$ cat config.mk
export PLATFORM = sky130hd
export DESIGN_NAME = video_hsmooth3_flat
export DESIGN_NICKNAME = d
export VERILOG_FILES = /design/src/rtl/video_hsmooth3_if.sv /design/src/rtl/video_hsmooth3.sv /design/src/flat_wrapper.sv
export SDC_FILE = /design/constraint.sdc
export NUM_CORES = 1
export LEC_CHECK = 0
export CAP_MARGIN = 10
export CORE_MARGIN = 10
export CORE_UTILIZATION = 35
export DETAILED_ROUTE_END_ITERATION = 10
export DONT_BUFFER_PORTS = 1
export MAX_ROUTING_LAYER = met4
export PLACE_DENSITY = 0.52
export SYNTH_ARGS = -nofsm -noshare
export SYNTH_HDL_FRONTEND = slang
export SYNTH_SLANG_ARGS = --single-unit
export TNS_END_PERCENT = 1
$ cat constraint.sdc
create_clock -name clk -period 5.7 [get_ports clk]
set_input_delay 0.57 -clock clk [delete_from_list [all_inputs] [get_ports clk]]
set_output_delay 0.57 -clock clk [all_outputs]
set_load 0.02 [all_outputs]
$ cat src/rtl/video_hsmooth3_if.sv
// Avalon-ST style video stream bundle: one 24-bit word with packet framing.
//   data   24  {R,G,B} pixel or packet header word
//   valid  1   word valid (master -> slave)
//   ready  1   slave accepts the word this cycle (slave -> master)
//   sop    1   start of packet
//   eop    1   end of packet
interface video_hsmooth3_if;
  logic [23:0] data;
  logic        valid;
  logic        ready;
  logic        sop;
  logic        eop;

  modport master (output data, output valid, output sop, output eop, input ready);
  modport slave  (input data, input valid, input sop, input eop, output ready);
endinterface

$ cat src/rtl/video_hsmooth3.sv
// Horizontal [1 2 1]/4 smoothing pre-filter for an Avalon-ST RGB video stream.
// Video packets (header nibble 0) are filtered per channel with edge replication at both
// line ends; all other packets are forwarded untouched. One output register, 1-cycle
// latency, and one sink stall cycle per line while the last column is flushed.
//   clk      clock
//   reset_n  synchronous active-low reset
//   enable   filter enable, sampled on the sop word only
//   sink     input stream (slave)
//   source   output stream (master)
module video_hsmooth3 #(
  parameter int unsigned IMAGE_W = 640
) (
  input  logic             clk,
  input  logic             reset_n,
  input  logic             enable,
  video_hsmooth3_if.slave  sink,
  video_hsmooth3_if.master source
);

  // x must hold IMAGE_W while flushing the last column.
  localparam int unsigned XW = $clog2(IMAGE_W + 1);
  localparam logic [XW-1:0] XLast = XW'(IMAGE_W - 1);

  typedef enum logic [2:0] {StDrop, StIdle, StPass, StV0, StRun, StFlush} state_e;

  state_e      state_q;
  logic [XW-1:0] x_q;
  logic [23:0] p1_q, p2_q;      // p1 = newest pixel, p2 = the one before
  logic        en_q;
  logic        last_eop_q;
  logic [23:0] out_data_q;
  logic        out_valid_q, out_sop_q, out_eop_q;

  logic        out_free, sink_rdy, accept;
  logic [23:0] left_px, run_px, flush_px;

  function automatic logic [23:0] smooth(input logic [23:0] l, input logic [23:0] c,
                                         input logic [23:0] r, input logic en);
    logic [23:0] o;
    logic [9:0]  s;
    o = c;
    if (en) begin
      for (int i = 0; i < 3; i++) begin
        s = {2'b00, l[8*i +: 8]} + {1'b0, c[8*i +: 8], 1'b0} + {2'b00, r[8*i +: 8]} + 10'd2;
        o[8*i +: 8] = 8'(s >> 2);
      end
    end
    return o;
  endfunction

  always_comb begin
    out_free = ~out_valid_q | source.ready;
    sink_rdy = out_free & (state_q != StFlush);
    accept   = sink.valid & sink_rdy;
    // Column being emitted is x-1; at column 0 the left neighbour is the pixel itself.
    left_px  = (x_q == XW'(1)) ? p1_q : p2_q;
    run_px   = smooth(left_px, p1_q, sink.data, en_q);
    flush_px = smooth(left_px, p1_q, p1_q, en_q);
  end

  assign sink.ready   = sink_rdy;
  assign source.data  = out_data_q;
  assign source.valid = out_valid_q;
  assign source.sop   = out_sop_q;
  assign source.eop   = out_eop_q;

  always_ff @(posedge clk) begin
    if (!reset_n) begin
      state_q     <= StDrop;
      x_q         <= '0;
      p1_q        <= '0;
      p2_q        <= '0;
      en_q        <= 1'b0;
      last_eop_q  <= 1'b0;
      out_data_q  <= '0;
      out_valid_q <= 1'b0;
      out_sop_q   <= 1'b0;
      out_eop_q   <= 1'b0;
    end else begin
      if (out_valid_q && source.ready) out_valid_q <= 1'b0;

      if (accept && sink.sop) begin
        // A sop always starts a new packet; any pending line state is abandoned.
        en_q        <= enable;
        x_q         <= '0;
        out_data_q  <= sink.data;
        out_sop_q   <= 1'b1;
        out_eop_q   <= sink.eop;
        out_valid_q <= 1'b1;
        if (sink.eop)                   state_q <= StIdle;
        else if (sink.data[3:0] == 4'h0) state_q <= StV0;
        else                            state_q <= StPass;
      end else if (accept) begin
        case (state_q)
          StPass, StIdle: begin
            out_data_q  <= sink.data;
            out_sop_q   <= 1'b0;
            out_eop_q   <= sink.eop;
            out_valid_q <= 1'b1;
            if (sink.eop) state_q <= StIdle;
          end
          StV0: begin
            p1_q       <= sink.data;
            x_q        <= XW'(1);
            last_eop_q <= sink.eop;
            state_q    <= sink.eop ? StFlush : StRun;
          end
          StRun: begin
            out_data_q  <= run_px;
            out_sop_q   <= 1'b0;
            out_eop_q   <= 1'b0;
            out_valid_q <= 1'b1;
            p2_q        <= p1_q;
            p1_q        <= sink.data;
            x_q         <= x_q + XW'(1);
            last_eop_q  <= sink.eop;
            if (x_q == XLast || sink.eop) state_q <= StFlush;
          end
          default: ;  // StDrop discards; StFlush never accepts
        endcase
      end else if (state_q == StFlush && out_free) begin
        out_data_q  <= flush_px;
        out_sop_q   <= 1'b0;
        out_eop_q   <= last_eop_q;
        out_valid_q <= 1'b1;
        if (last_eop_q) begin
          state_q <= StIdle;
        end else begin
          x_q     <= '0;
          state_q <= StV0;
        end
      end
    end
  end

endmodule

$ cat src/flat_wrapper.sv
// flat-port wrapper written by rule: the top's interface ports become plain ports
module video_hsmooth3_flat 
#(
  parameter int unsigned IMAGE_W = 640
)
  (clk, reset_n, enable, sink_data, sink_valid, sink_sop, sink_eop, sink_ready, source_data, source_valid, source_sop, source_eop, source_ready);
  video_hsmooth3_if sink_i ();
  video_hsmooth3_if source_i ();
  input  logic clk;
  input  logic reset_n;
  input  logic enable;
  input wire logic [$bits(sink_i.data)-1:0] sink_data;
  input wire logic [$bits(sink_i.valid)-1:0] sink_valid;
  input wire logic [$bits(sink_i.sop)-1:0] sink_sop;
  input wire logic [$bits(sink_i.eop)-1:0] sink_eop;
  output wire logic [$bits(sink_i.ready)-1:0] sink_ready;
  output wire logic [$bits(source_i.data)-1:0] source_data;
  output wire logic [$bits(source_i.valid)-1:0] source_valid;
  output wire logic [$bits(source_i.sop)-1:0] source_sop;
  output wire logic [$bits(source_i.eop)-1:0] source_eop;
  input wire logic [$bits(source_i.ready)-1:0] source_ready;
  assign sink_i.data = sink_data;
  assign sink_i.valid = sink_valid;
  assign sink_i.sop = sink_sop;
  assign sink_i.eop = sink_eop;
  assign sink_ready = sink_i.ready;
  assign source_data = source_i.data;
  assign source_valid = source_i.valid;
  assign source_sop = source_i.sop;
  assign source_eop = source_i.eop;
  assign source_i.ready = source_ready;
  video_hsmooth3 #(.IMAGE_W(IMAGE_W)) u_core (.clk(clk), .reset_n(reset_n), .enable(enable), .sink(sink_i), .source(source_i));
endmodule
After elaboration in Yosys (flattened, before gate mapping)
Index checks and enable logic that the tools add are counted.
{"block": "op_classes", "eq_ne": 15, "mux": 34, "n_reduce_logical": 17, "n_bitwise": 6, "add_sub_neg": 16}
{"op": "$mux W24", "n": 6}
{"op": "$add A10 B2 Y10 const B", "n": 6}
{"op": "$add A10 B8 Y10", "n": 6}
{"op": "$pmux W24 S2", "n": 1}
{"op": "$add A8 B9 Y10", "n": 3}
{"op": "$mux W10", "n": 3}
{"op": "$pmux W10 S2", "n": 1}
{"op": "$mux W3", "n": 6}
{"op": "$mux W1", "n": 14}
{"op": "$ne A4 B4 Y1 const B", "n": 3}
{"op": "$add A10 B1 Y10 const B", "n": 1}
{"op": "$eq A10 B1 Y1 const B", "n": 1}
{"op": "$eq A10 B10 Y1 const B", "n": 1}
{"op": "$ne A3 B3 Y1 const B", "n": 3}
{"op": "$pmux W3 S3", "n": 1}
{"op": "$reduce_and A3 Y1", "n": 3}
{"op": "$eq A3 B2 Y1 const B", "n": 2}
{"op": "$eq A3 B3 Y1 const B", "n": 2}
{"op": "$reduce_or A2 Y1", "n": 3}
{"op": "$ne A5 B5 Y1 const B", "n": 1}
{"op": "$logic_not A4 Y1", "n": 1}
{"op": "$reduce_and A2 Y1", "n": 2}
{"op": "$reduce_and A4 Y1", "n": 1}
{"op": "$eq A3 B1 Y1 const B", "n": 1}
{"op": "11 further kinds", "n": 16}
{"block": "word_totals", "ff_bits": 90, "output_inout_bits": 28, "in_bits": 31, "elab_cells": 98}

Logic depth before layout (Yosys ltp)
{"block": "depth", "word_depth": 9, "depth_mapped": 25, "mapped_depth_nobuf": 23}

Worst setup path before layout
OpenSTA, ideal clock, no wires.
{"block": "synth_timing", "path_type": "reg2reg", "start": "reg u_core.x_q[0]", "end": "reg u_core.out_data_q[15] (netlist: u_core.source.data[15])", "t_arrival_ns": 4.477, "n_path_buf": 3, "required_time_ns": 5.608, "setup_ns": 0.092, "synth_period_minus_slack_ns": 4.569, "stages_incl_launch_ff": 23, "slack_ns": 1.131, "cell_sequence": "dfxtp_1 ha_1 nor4b_4 and3_1 buf_4 clkbuf_1 clkbuf_1 nand2_1 nand2_1 fa_1 nand3_1 a21boi_0 o21a_1 nor2_1 xnor2_1 ha_1 ha_1 o21a_1 nor2b_1 a311oi_1 mux2i_1 a211oi_1 o32ai_1"}
{"block": "synth_via", "elab_chain_cells": 9, "word_cells_on_any_way": 13, "classes_between": "add/sub: 5; eq/ne: 1; mux: 7"}
{"item": "start, declared", "line": "video_hsmooth3.sv:27", "text": "logic [XW-1:0] x_q;"}
{"item": "start signal, assigned", "line": "video_hsmooth3.sv:115", "text": "x_q <= x_q + XW'(1);"}
{"item": "$eq A10 B1 Y1 *", "line": "video_hsmooth3.sv:56", "text": "left_px = (x_q == XW'(1)) ? p1_q : p2_q;"}
{"item": "$mux W24 *", "line": "video_hsmooth3.sv:56"}
{"item": "$add A8 B9 Y10 *", "line": "video_hsmooth3.sv:44", "text": "s = {2'b00, l[8*i +: 8]} + {1'b0, c[8*i +: 8], 1'b0} + {2'b00, r[8*i +: 8]} + 10'd2;"}
{"item": "$add A10 B8 Y10", "line": "video_hsmooth3.sv:44"}
{"item": "$add A10 B2 Y10", "line": "video_hsmooth3.sv:44"}
{"item": "$mux W24", "line": "video_hsmooth3.sv:42", "text": "if (en) begin"}
{"item": "$pmux W24 S2 or $mux W24 (tied branches)", "line": "video_hsmooth3.sv:94, video_hsmooth3.sv:121"}
{"item": "$mux W24 *", "line": "video_hsmooth3.sv:93", "text": "end else if (accept) begin"}
{"item": "$mux W24 *", "line": "video_hsmooth3.sv:82", "text": "if (accept && sink.sop) begin"}
{"item": "end signal, assigned", "line": "video_hsmooth3.sv:86", "text": "out_data_q <= sink.data;"}
{"item": "end signal, assigned", "line": "video_hsmooth3.sv:96", "text": "out_data_q <= sink.data;"}
{"item": "end signal, assigned", "line": "video_hsmooth3.sv:109", "text": "out_data_q <= run_px;"}
{"item": "end, declared", "line": "video_hsmooth3.sv:31", "text": "logic [23:0] out_data_q;"}
Mark *: on every way between the ends. The rest lies on a longest branch, timed or not. The select of a mux whose other input is x is not followed.
A chain may end at the register's enable or synchronous reset.

Worst setup path in the final report
{"block": "layout_timing", "start": "reg u_core.x_q[0]", "end": "reg u_core.out_data_q[23] (netlist: u_core.source.data[23])"}
The elaborated chain is that of the path after synthesis.

==> Flow_metrics.wiki <==
{| class="wikitable"
! Metric !! Value
|-
| Library cell appearing most often on the critical path || sky130_fd_sc_hd__ha_1
|-
| Hold path depth || 2
|-
| Via count of the routed design || 7892
|-
| Part of the Yosys area used for sequential elements || 22.0%
|-
| Hold_ws || 0.345 ns
|-
| Largest net degree at the start of global routing || 56
|-
| H-tree level count || 3
|-
| Synth async-reset ratio || 0%
|-
| Synth area leaders || sky130_fd_sc_hd__dfxtp_1 (22%), sky130_fd_sc_hd__ha_1 (17%), sky130_fd_sc_hd__nand2_1 (9.9%)
|-
| Kind of cell adding the most delay to the critical path || compound AO/OA/AOI/OAI gates
|-
| Number of unique standard cell types used by synthesis || 63
|-
| Startpoint of the worst-slack reg-to-reg timing path || u_core.x_q[0]$_SDFFE_PP0P_
|-
| Xor-xnor portion of the synthesized cell area || 3.86%
|-
| Total design power || 1.57 mW
|-
| Critical path peak fanout || 15
|-
| GRT Resource Usage Total || 19.1%
|-
| Ratio of cells with drive above 1 in the final layout || 5.00%
|-
| Dominant combinational cell family by area after synthesis || compound AO/OA/AOI/OAI gates
|-
| Portion of synthesized cell area occupied by the leading cell type || 22.0%
|-
| Worst max-slew margin expressed relative to the limit || 36.6%
|-
| Req. time, crit path || 5.98 ns
|-
| Worst hold-check path type || in -> reg
|-
| Slowest-stage cell, CP || sky130_fd_sc_hd__and3_1
|-
| Final worst clock skew || 0.00546 ns
|-
| Met3 track demand over resource in global routing || 4.40%
|-
| Post-placement worst setup slack || 0.733 ns
|-
| Global-route wire length before repair || 44400 um
|-
| Final RePlAce weighted congestion || 0.876
|-
| Power density over cell area || 177 nW/um^2
|-
| Mapped Area || 8170 um^2
|-
| Worst reg-to-reg setup slack || 0.70 ns
|-
| Predominant post-synthesis flop cell || sky130_fd_sc_hd__dfxtp_1
|-
| Initial Utilization || 35.9%
|-
| Port Buf Inserts || 0
|-
| Nets@finish || 1225
|-
| Count of TritonRoute iterations in the first routing pass || 5
|-
| End of the worst register-to-register path || u_core.source.data[23]$_SDFFE_PN0P_
|-
| Leakage power || 3.79 nW
|-
| Buffer depth of the longest clock path || 2
|-
| Number of storage elements in the synthesis netlist || 90
|-
| Post-detail-place hpwl || 20400 um
|-
| Height of the chip || 173 um
|-
| Number of global-route vias before repair || 7497
|-
| Flip-flop and latch area || 1800 um^2
|-
| Count of unresolved DRC violations after routing || 0
|-
| Most frequent cell after synthesis || sky130_fd_sc_hd__nand2_1
|-
| Post-CTS Hold Fix Bufs || 0
|-
| Crit. End Element || register
|-
| # fillers || 2379
|-
| Measured slew at the worst slew-check pin || 0.948 ns
|-
| Number of violations reported at the end of detailed-routing iteration 0 || 542
|-
| CTS tree || yes
|-
| Layout Cells excl Fill || 1393
|-
| Peak-usage layer in the global routing report || met2
|-
| Setup Total Neg Slack || 0 ns
|-
| Share of synthesized cell area in full adder, half adder and majority cells || 19.0%
|-
| End of the worst hold path || u_core.p1_q[3]$_SDFFE_PN0P_
|-
| Clock insertion delay at the later pin of the skew report || 0.35 ns
|-
| Tcrit/Tclk final || 87.8%
|-
| Die outline width || 173 um
|-
| Gates resized, CTS repair || 0
|-
| Post-placement cell count || 1377
|-
| Initial antenna violation count || 0
|-
| Critical path launch point || u_core.x_q[0]$_SDFFE_PP0P_
|-
| Mux cell area share after synthesis || 2.73%
|-
| Number of cells traversed by the worst register-to-register path || 20
|-
| Final std cell area, no fill || 8850 um^2
|-
| Least setup slack across all paths after layout || 0.698 ns
|-
| CTS buffer count || 9
|-
| VDD IR-drop max || 127 uV
|-
| Delay of the slowest cell on the worst path || 0.52 ns
|-
| Period minus WS final || 5.00 ns
|-
| Worst hold path startpoint || sink_data[3]
|-
| Setup repair after global routing missed its margin || no
|-
| Layout-stage area growth over the synthesis result || 8.27%
|-
| Post-Syn Instances || 1099
|-
| Number of synthesized flops with an enable pin || 0
|-
| Final routed wirelength across all metal layers || 28400 um
|-
| Simple-gate share of the synthesized area || 23.7%
|-
| Die footprint || 29900 um^2
|-
| Endpoints failing hold || 0
|-
| Number of warning messages in the yosys log || 0
|-
| Final Slew Violations || 0
|-
| Max-capacitance violation count || 0
|-
| Fmax || 0.200 GHz
|-
| Data arrival time of the critical path || 5.28 ns
|-
| Finished Core Util || 38.8%
|-
| Count of endpoints failing setup in the final report || 0
|-
| Area after detailed placement || 8530 um^2
|-
| Multi-input combinational cell area || 6050 um^2
|-
| Met2 Resource Use GR || 28.9%
|-
| Number of antenna cells inserted || 0
|-
| Site Rows || 55
|-
| Outcome || finished clean
|-
| Clock root buffer master || sky130_fd_sc_hd__clkbuf_16
|-
| Synthesized-area fraction occupied by ao, oa, aoi and oai cells || 24.5%
|-
| Startpoint-to-endpoint class of the critical path || reg -> reg
|-
| Most numerous cell types in the synthesized netlist || sky130_fd_sc_hd__nand2_1 (215), sky130_fd_sc_hd__a21oi_1 (114), sky130_fd_sc_hd__ha_1 (110)
|-
| Critical Path Source Type || register
|-
| Syn Area/Cell || 7.44 um^2
|-
| Largest area contributor in the netlist || sky130_fd_sc_hd__dfxtp_1
|-
| Buffering stage count on the worst path with inverters included || 2
|-
| Fraction of met1 tracks used by global routing || 25.0%
|-
| Clock transition at the registers of the reported paths || 0.07 ns
|-
| Core ar. || 22800 um^2
|-
| # clock sinks || 90
|-
| Worst path cell trace || ha_1 -> nor4b_4 -> and3_1 -> buf_12 -> nand2_1 -> nand2_1 -> inv_1 -> fa_1 -> nor2b_1 -> o21ai_0 -> a21boi_0 -> a21oi_1 -> ha_1 -> ha_1 -> a21o_1 -> a221o_1 -> a31oi_1 -> xnor2_1 -> a211oi_1 -> o2bb2ai_1
|-
| # Post-CTS Setup Buffers || 0
|-
| Grt ovf || 0
|-
| Drt via density || 5.67
|-
| Routed WL per cell || 20.4 um
|-
| Synthesized Nets || 1249
|-
| Final ANT Viol Nets || 0
|-
| I/O pin total || 59
|}
==> layer usage <==
layer  vias to the layer above  routed length (um)
li1                       3932                   -
met1                      3706               13400
met2                       220               12400
met3                        34                2130
met4                         0                 456
met5                         -                   0
==> placed cells by master, fill, tap and decap left out, types with 5 or more instances in the layout <==
cell,synthesis,final
sky130_fd_sc_hd__nand2_1,215,215
sky130_fd_sc_hd__a21oi_1,114,114
sky130_fd_sc_hd__ha_1,110,110
sky130_fd_sc_hd__dfxtp_1,90,89
sky130_fd_sc_hd__o21ai_0,81,80
sky130_fd_sc_hd__nor2_1,66,64
sky130_fd_sc_hd__inv_1,36,36
sky130_fd_sc_hd__nand3_1,26,26
sky130_fd_sc_hd__xnor2_1,22,22
sky130_fd_sc_hd__nor2b_1,21,21
sky130_fd_sc_hd__and3_1,16,16
sky130_fd_sc_hd__a31oi_1,16,16
sky130_fd_sc_hd__buf_4,1,16
sky130_fd_sc_hd__nor3_1,16,15
sky130_fd_sc_hd__xor2_1,14,14
sky130_fd_sc_hd__o211ai_1,14,14
sky130_fd_sc_hd__nand2b_1,13,12
sky130_fd_sc_hd__a21o_1,12,12
sky130_fd_sc_hd__o21a_1,12,12
sky130_fd_sc_hd__nand3b_1,11,11
sky130_fd_sc_hd__mux2i_1,11,11
sky130_fd_sc_hd__mux2_2,10,10
sky130_fd_sc_hd__or3_1,9,9
sky130_fd_sc_hd__a211oi_1,9,9
sky130_fd_sc_hd__fa_1,9,9
sky130_fd_sc_hd__clkbuf_16,0,9
sky130_fd_sc_hd__a211o_1,7,7
sky130_fd_sc_hd__o311ai_0,7,7
sky130_fd_sc_hd__nand4_1,5,5
==> flip-flops by register name (all words and copies together), names as in the netlist <==
name / count
u_core.last_eop_q: 1
u_core.en_q: 1
u_core.state_q: 3
u_core.source.valid: 1
u_core.source.data: 24
u_core.source.sop: 1
u_core.p2_q: 24
u_core.p1_q: 24
u_core.x_q: 10
u_core.source.eop: 1
==> layout make-up <==
cell class / count / share of cell area [%]
clock buffer: 12 / 2.79
clock inverter: 4 / 0.834
inverter: 38 / 1.61
multi-input combinational: 919 / 68.4
sequential: 90 / 20.4
tap: 313 / 4.43
timing repair buffer: 17 / 1.58
==> worst max path at each step <==
| stage | depth (start not counted) | endpoint | slack (ns) |
|---|---|---|---|
| floorplan | 22 | u_core.source.data[15]$_SDFFE_PN0P_ | 1.13 |
| global placement | 20 | u_core.source.data[23]$_SDFFE_PN0P_ | 0.81 |
| detailed placement | 20 | u_core.source.data[23]$_SDFFE_PN0P_ | 0.73 |
| CTS | 20 | u_core.source.data[23]$_SDFFE_PN0P_ | 0.70 |
| global route | 20 | u_core.source.data[23]$_SDFFE_PN0P_ | 0.31 |
| finish | 20 | u_core.source.data[23]$_SDFFE_PN0P_ | 0.70 |
==> power breakdown <==
group          leakage [nW]  switching [mW]  internal (mW)
logic                  2.91           0.130         0.0677
clock network         0.157           0.284          0.399
registers             0.730          0.0385          0.647
==> cells by family after synthesis <==
group                      after synthesis
muxes                                   21
adders and majority gates              119
xor gates and xnor gates                36
AOI/OAI and AO/OA                      324
and+or+nand+nor                        419
buffers and inverters                   90
DFF                                     90
No activity file was read; power rests on OpenSTA's default activity.
